===== config.mk =====
export PLATFORM = sky130hd
export DESIGN_NAME = timer_shift_count_flat
export DESIGN_NICKNAME = d
export VERILOG_FILES = /design/src/rtl/timer_shift_count_if.sv /design/src/rtl/timer_shift_count.sv /design/src/flat_wrapper.sv
export SDC_FILE = /design/constraint.sdc
export NUM_CORES = 1
export LEC_CHECK = 0
export BUFFER_PORTS_ARGS = -buffer_cell sky130_fd_sc_hd__buf_4
export CORE_MARGIN = 4
export CORE_UTILIZATION = 60
export DETAILED_ROUTE_END_ITERATION = 8
export PLACE_DENSITY = 0.8
export SKIP_CTS_REPAIR_TIMING = 1
export SYNTH_ARGS = -nofsm -noshare
export SYNTH_HDL_FRONTEND = slang
export SYNTH_SLANG_ARGS = --single-unit

===== constraint.sdc =====
create_clock -name clk -period 4.43 [get_ports clk]
set_input_delay 0.886 -clock clk [delete_from_list [all_inputs] [get_ports clk]]
set_output_delay 0.886 -clock clk [all_outputs]
set_load 0.02 [all_outputs]

===== src/rtl/timer_shift_count_if.sv =====
// rtl/timer_shift_count_if.sv - handshake bundle between the pattern detector, user and delay timer
interface timer_shift_count_if;
    logic       start_shifting;
    logic       data;
    logic       ack;
    logic [3:0] count;
    logic       counting;
    logic       done;
    logic       det_clear;

    modport master (
        output start_shifting,
        output data,
        output ack,
        input  count,
        input  counting,
        input  done,
        input  det_clear
    );

    modport slave (
        input  start_shifting,
        input  data,
        input  ack,
        output count,
        output counting,
        output done,
        output det_clear
    );
endinterface


===== src/rtl/timer_shift_count.sv =====
// rtl/timer_shift_count.sv - captures a 4-bit serial delay, counts it down in CYCLES_PER_COUNT units, waits for ack
module timer_shift_count #(
    parameter int CYCLES_PER_COUNT = 1000
) (
    input  logic                 clk,
    input  logic                 reset_n,
    timer_shift_count_if.slave   bus
);

    localparam int SUB_W = (CYCLES_PER_COUNT > 1) ? $clog2(CYCLES_PER_COUNT) : 1;
    localparam logic [SUB_W-1:0] SUB_LAST = SUB_W'(CYCLES_PER_COUNT - 1);

    typedef enum logic [1:0] {
        IDLE  = 2'd0,
        SHIFT = 2'd1,
        COUNT = 2'd2,
        DONE  = 2'd3
    } state_t;

    state_t           r_state;
    logic [3:0]       r_delay;
    logic [1:0]       r_bit_cnt;
    logic [SUB_W-1:0] r_sub;
    logic [3:0]       r_count;
    logic             r_counting;
    logic             r_done;
    logic [3:0]       w_delay_next;

    assign w_delay_next = {r_delay[2:0], bus.data};

    // Outputs are updated on the same edge as the state, so they always match r_state.
    always_ff @(posedge clk or negedge reset_n) begin
        if (!reset_n) begin
            r_state    <= IDLE;
            r_delay    <= 4'd0;
            r_bit_cnt  <= 2'd0;
            r_sub      <= '0;
            r_count    <= 4'd0;
            r_counting <= 1'b0;
            r_done     <= 1'b0;
        end else begin
            case (r_state)
                IDLE: begin
                    if (bus.start_shifting) begin
                        // First bit lands in the LSB; three more shifts carry it to the MSB.
                        r_delay   <= {3'b000, bus.data};
                        r_bit_cnt <= 2'd1;
                        r_state   <= SHIFT;
                    end
                end
                SHIFT: begin
                    r_delay   <= w_delay_next;
                    r_bit_cnt <= 2'(r_bit_cnt + 2'd1);
                    if (r_bit_cnt == 2'd3) begin
                        r_state    <= COUNT;
                        r_sub      <= '0;
                        r_count    <= w_delay_next;
                        r_counting <= 1'b1;
                    end
                end
                COUNT: begin
                    if (r_sub == SUB_LAST) begin
                        r_sub <= '0;
                        if (r_count == 4'd0) begin
                            r_state    <= DONE;
                            r_counting <= 1'b0;
                            r_done     <= 1'b1;
                        end else begin
                            r_count <= r_count - 4'd1;
                        end
                    end else begin
                        r_sub <= r_sub + SUB_W'(1);
                    end
                end
                DONE: begin
                    if (bus.ack) begin
                        r_state   <= IDLE;
                        r_done    <= 1'b0;
                        r_bit_cnt <= 2'd0;
                    end
                end
                default: begin
                    r_state <= IDLE;
                end
            endcase
        end
    end

    // r_count reaches zero before COUNT exits and is reloaded only on COUNT entry,
    // so it reads 0 in every other state.
    assign bus.count     = r_count;
    assign bus.counting  = r_counting;
    assign bus.done      = r_done;
    assign bus.det_clear = r_done & bus.ack;

endmodule


===== src/flat_wrapper.sv =====
// flat-port wrapper written by rule: the top's interface ports become plain ports
module timer_shift_count_flat 
#(
    parameter int CYCLES_PER_COUNT = 1000
)
  (clk, reset_n, bus_start_shifting, bus_data, bus_ack, bus_count, bus_counting, bus_done, bus_det_clear);
  timer_shift_count_if bus_i ();
  input  logic clk;
  input  logic reset_n;
  input wire logic [$bits(bus_i.start_shifting)-1:0] bus_start_shifting;
  input wire logic [$bits(bus_i.data)-1:0] bus_data;
  input wire logic [$bits(bus_i.ack)-1:0] bus_ack;
  output wire logic [$bits(bus_i.count)-1:0] bus_count;
  output wire logic [$bits(bus_i.counting)-1:0] bus_counting;
  output wire logic [$bits(bus_i.done)-1:0] bus_done;
  output wire logic [$bits(bus_i.det_clear)-1:0] bus_det_clear;
  assign bus_i.start_shifting = bus_start_shifting;
  assign bus_i.data = bus_data;
  assign bus_i.ack = bus_ack;
  assign bus_count = bus_i.count;
  assign bus_counting = bus_i.counting;
  assign bus_done = bus_i.done;
  assign bus_det_clear = bus_i.det_clear;
  timer_shift_count #(.CYCLES_PER_COUNT(CYCLES_PER_COUNT)) u_core (.clk(clk), .reset_n(reset_n), .bus(bus_i));
endmodule

Word-level counts from Yosys, hierarchy flattened
Cells that the tools add are included.
{"block": "word_totals", "register_bits": 23, "input_bits": 5, "out_inout_bits": 7, "elab_cells": 59}
{"block": "classes", "add_sub_neg": 3, "n_eq_ne": 11, "muxes": 24, "bitwise_logic": 1, "reduce_logical": 13}
{"cell": "10-bit two-way mux", "n": 2}
{"cell": "10-bit case mux with 2 select lines", "n": 1}
{"cell": "4-bit two-way mux", "n": 3}
{"cell": "4-bit AND reduction", "n": 3}
{"cell": "10-bit by 1-bit adder with 10-bit output (second input constant)", "n": 1}
{"cell": "10-bit == test (second input constant)", "n": 1}
{"cell": "2-bit two-way mux", "n": 5}
{"cell": "2-bit case mux with 4 select lines", "n": 1}
{"cell": "4-bit case mux with 2 select lines", "n": 1}
{"cell": "2-bit == test (second input constant)", "n": 3}
{"cell": "1-bit two-way mux", "n": 6}
{"cell": "2-bit by 1-bit inequality test with 1-bit output (second input constant)", "n": 3}
{"cell": "2-bit inequality test (second input constant)", "n": 3}
{"cell": "2-bit case mux with 3 select lines", "n": 1}
{"cell": "3-bit case mux with 2 select lines", "n": 1}
{"cell": "2-bit nonzero test", "n": 3}
{"cell": "5-bit AND reduction", "n": 1}
{"cell": "4-bit logical NOT", "n": 1}
{"cell": "1-bit case mux with 2 select lines", "n": 2}
{"cell": "2-bit AND reduction", "n": 2}
{"cell": "4-bit by 1-bit subtractor with 4-bit output (second input constant)", "n": 1}
{"cell": "3-bit two-way mux", "n": 1}
{"cell": "3-bit AND reduction", "n": 1}
{"cell": "3-bit nonzero test", "n": 1}
{"cell": "other kinds (4)", "n": 4}

Depth between registers and ports, before layout
{"block": "depth", "word_depth": 4, "ltp_mapped": 8, "depth_no_buf": 6}

Worst setup path before layout
No wires, ideal clock.
{"block": "synth_path", "path_kind": "reg-to-reg", "from": "register u_core.r_count[0], in the netlist u_core.bus.count[0]", "to": "register u_core.r_state[1]", "setup_ns": 0.128, "t_arrival_ns": 2.144, "required_time_ns": 4.302, "setup_slack_ns": 2.159, "path_stages_with_launch": 7, "n_path_buf": 0, "period_less_slack_ns": 2.271, "path_cell_list": "dfrtp_1 -> inv_1 -> ha_1 -> or3b_1 -> or4_4 -> a211oi_2 -> mux2_1"}
{"block": "synth_via", "elab_chain_cells": 3}
{"item": "start: declaration", "line": "timer_shift_count.sv:24", "text": "logic [3:0] r_count;"}
{"item": "start signal: assignment", "line": "timer_shift_count.sv:57", "text": "r_count <= w_delay_next;"}
{"item": "start signal: assignment", "line": "timer_shift_count.sv:69", "text": "r_count <= r_count - 4'd1;"}
{"item": "4-bit logical NOT", "line": "timer_shift_count.sv:64", "text": "if (r_count == 4'd0) begin"}
{"item": "2-bit by 1-bit inequality test with 1-bit output (no source line)"}
{"item": "5-bit AND reduction (no source line)"}
{"item": "end signal: assignment", "line": "timer_shift_count.sv:65", "text": "r_state <= DONE;"}
{"item": "end signal: assignment", "line": "timer_shift_count.sv:77", "text": "r_state <= IDLE;"}
{"item": "end signal: assignment", "line": "timer_shift_count.sv:83", "text": "r_state <= IDLE;"}
{"item": "end: declaration", "line": "timer_shift_count.sv:20", "text": "state_t r_state;"}
Every way passes these cells.
A chain may end at the register's enable or synchronous reset.

Final worst setup path
{"block": "layout_path", "from": "register u_core.r_state[1]", "to": "register u_core.r_count[2], in the netlist u_core.bus.count[2]"}
{"block": "layout_via", "elab_chain_cells": 3, "elab_cells_between_ends": 8, "classes_between": "eq/ne (5); mux (1); reduce/logical (2)"}
{"item": "start signal: assignment", "line": "timer_shift_count.sv:34", "text": "r_state <= IDLE;"}
{"item": "start signal: assignment", "line": "timer_shift_count.sv:48", "text": "r_state <= SHIFT;"}
{"item": "start signal: assignment", "line": "timer_shift_count.sv:55", "text": "r_state <= COUNT;"}
{"item": "2-bit == test / 2-bit by 1-bit == test with 1-bit output (equally long branches)", "line": "timer_shift_count.sv:42", "text": "case (r_state)"}
{"item": "2-bit inequality test (no source line), or another cell as far along"}
{"item": "4-bit AND reduction (no source line)"}
Several ways; a longest one is shown, not always the timed one.

==> flow_metrics.env <==
export IMPL_status="finished clean"
export IMPL_synth_common_cells="dfrtp_1 (23), nand2_1 (22), nand3_1 (10)"
export IMPL_synth_area_leaders="dfrtp_1 (42%), ha_1 (6.4%), nand2_1 (6.1%)"
export IMPL_criticalPathCategory="reg2reg"
export IMPL_p_leak_nw=0.6793
export IMPL_wl_per_cell_um=16.34
export IMPL_cts_root_buf="clkbuf_4"
export IMPL_fmax_mhz=421.0
export IMPL_layout_nets=168
export IMPL_async_flop_share_pct=100.0
export IMPL_synthCells=145
export IMPL_drtAntennaViolNets=0
export IMPL_setup_viol=0
export IMPL_maxSlewHeadroom_pct=35.89
export IMPL_min_path_type="in2async"
export IMPL_path_buf_inv=1
export IMPL_ys_types=39
export IMPL_path_max_fanout=12
export IMPL_first_pass_iters=5
export IMPL_ir_drop_uv=185.9
export IMPL_period_minus_slack_ns=2.376
export IMPL_antenna_found_initial=0
export IMPL_crit_family="multiplexers"
export IMPL_coreArea_um2=2062
export IMPL_critical_path_slowest_cell="mux2i_1"
export IMPL_io_buffer_count=11
export IMPL_std_cell_rows=16
export IMPL_ys_warn_count=0
export IMPL_worst_pin_slew_ns=0.9349
export IMPL_ys_seq_area_share_pct=42.28
export IMPL_grt_pass1_vias=1117
export IMPL_io_pins=12
export IMPL_final_setup_worst_slack_ns=2.054
export IMPL_fin_skew_ns=0.01058
export IMPL_grt_pass1_wl_mm=4.981
export IMPL_max_stage_delay_ns=0.84
export IMPL_drc_errors=0
export IMPL_clkLatencyLatePin_ns=0.32
export IMPL_crit_required_ns=4.68
export IMPL_grt_max_degree=24
export IMPL_viasPerCell=6.423
export IMPL_die_w_um=55.63
export IMPL_setup_tns_ns=0
export IMPL_drive_above_1_share_pct=14.19
export IMPL_cap_violations=0
export IMPL_clock_path_buffers=2
export IMPL_die_area_um2=3095
export IMPL_hold_viol_final=0
export IMPL_fillers=151
export IMPL_ys_ff_latch=23
export IMPL_syn_area_per_cell_um2=9.388
export IMPL_synth_edff_count=0
export IMPL_post_synth_top_count_cell="dfrtp_1"
export IMPL_yosys_area_top_type="dfrtp_1"
export IMPL_report_final_slew_viol_count=0
export IMPL_crit_chain="inv_1, ha_1, mux2i_1, nor3_1, a31o_2, a21oi_1"
export IMPL_globalRouteOverflowTotal=0
export IMPL_cts_tree="yes"
export IMPL_synth_area_um2=1361
export IMPL_fin_crit_sh_pct=53.62
export IMPL_rsz0062_at_grt="no"
export IMPL_synth_top_area_share_pct=42.28
export IMPL_syn2layout_area_growth_pct=9.099
export IMPL_synthFlopType="dfrtp_1"
export IMPL_cts_buffers=3
export IMPL_h_tree_depth=1
export IMPL_hpwl_mm=2.140
export IMPL_worstSetupEndpointType="flip-flop"
export IMPL_path_clk_slew_ns=0.13
export IMPL_initial_core_util_pct=66.02
export IMPL_power_density_nw_per_um2=223.6
export IMPL_utilization_pct=72.03
export IMPL_gp_congestion=0.7080
export IMPL_cp_start_kind="flip-flop"
export IMPL_cts_sinks=23
export IMPL_drt_total_wl_mm=2.973
export IMPL_pre_cts_ws_ns=2.128
export IMPL_power_uw=332.0
export IMPL_cp_arrival_ns=2.63
export IMPL_grt_use_total_pct=19.79
export IMPL_syn_num_nets=157
export IMPL_vias=1169
export IMPL_insertedDiodeCount=0
export IMPL_drt_iter0_markers=37
export IMPL_dieHeight_um=55.63
[state kept, by name, indices dropped and copies added, names as in the netlist]
| register | cells |
|---|---|
| u_core.r_state | 2 |
| u_core.bus.counting | 1 |
| u_core.bus.done | 1 |
| u_core.bus.count | 4 |
| u_core.r_sub | 10 |
| u_core.r_bit_cnt | 2 |
| u_core.r_delay | 3 |
[worst register-to-register path, cell delays in order, from the launching register on]
cell	delay, ns
dfrtp_1	0.44
inv_1	0.09
ha_1	0.47
mux2i_1	0.84
nor3_1	0.10
a31o_2	0.25
a21oi_1	0.11
[where the power goes]
part / switching, mW / leakage [nW] / internal, mW
Sequential: 0.00206 / 0.273 / 0.212
Clock: 0.0654 / 0.0150 / 0.0353
Combinational: 0.00982 / 0.391 / 0.00765
[cell families (layout without fill, tap and decap cells)]
kind of cell | count (synthesis) | after routing | share of synthesized area, %
AOI/OAI and AO/OA | 27 | 27 | 14.61
xor gates and xnor gates | 4 | 4 | 2.573
adders and majority gates | 7 | 7 | 6.434
buffers and inverters | 13 | 23 | 3.585
DFF | 23 | 23 | 42.28
muxes | 9 | 9 | 6.985
and+or+nand+nor | 62 | 62 | 23.53
[path summary, 6_finish.rpt]
kind / slack [ns] / to / cells past startpoint / startpoint
max: 2.05 / u_core.bus.count[2]$_DFFE_PN0P_ / 6 / u_core.r_state[1]$_DFFE_PN0P_
min: 0.43 / u_core.r_sub[5]$_DFFE_PN0P_ / 1 / reset_n
max reg2reg: 2.05 / u_core.bus.count[2]$_DFFE_PN0P_ / 6 / u_core.r_state[1]$_DFFE_PN0P_
min reg2reg: 0.54 / u_core.r_delay[2]$_DFFE_PN0P_ / 1 / u_core.r_delay[2]$_DFFE_PN0P_
max in group asynchronous: 3.76 / u_core.bus.count[3]$_DFFE_PN0P_ / 1 / reset_n
min in group clk: 0.54 / u_core.r_delay[2]$_DFFE_PN0P_ / 1 / u_core.r_delay[2]$_DFFE_PN0P_
[area by class of cell]
cell class / count / area, um2 / area share, %
Tap cell: 27 / 33.78 / 2.275
Sequential cell: 23 / 575.6 / 38.75
Inverter: 8 / 30.03 / 2.022
Timing Repair Buffer: 11 / 82.58 / 5.560
Multi-Input combinational cell: 109 / 737.0 / 49.62
Clock buffer: 4 / 26.28 / 1.769
[stage by stage]
stage,cell area [um2],hold WS (ns),cells
after floorplan,1361,0.4606,145
after global placement,1459,0.4937,178
after detailed placement,1459,0.5070,178
after CTS,1485,0.4346,182
after global routing,1485,0.4331,182
final,1485,0.4301,182
[layout by cell type, fill, tap and decap left out, types with 3 or more instances in the layout]
cell and n:
dfrtp_1 23, nand2_1 22, buf_4 11, nand3_1 10
inv_1 8, nor2_1 7, o21ai_0 7, ha_1 7
mux2i_1 5, nor3_1 5, a21oi_1 5, xnor2_1 4
nand2b_1 3, mux2_2 3, nor4_1 3, clkbuf_4 3
[metal layers]
layer,wire length [um],vias to the layer above,part of all wire [%],GRT usage [%]
met5,0,-,0,0
met4,60,0,2.0,10.42
met3,109,9,3.7,2.784
met2,1482,35,50,33.45
met1,1321,572,44,24.30
li1,-,553,-,-
(Power assumes the default switching activity.)
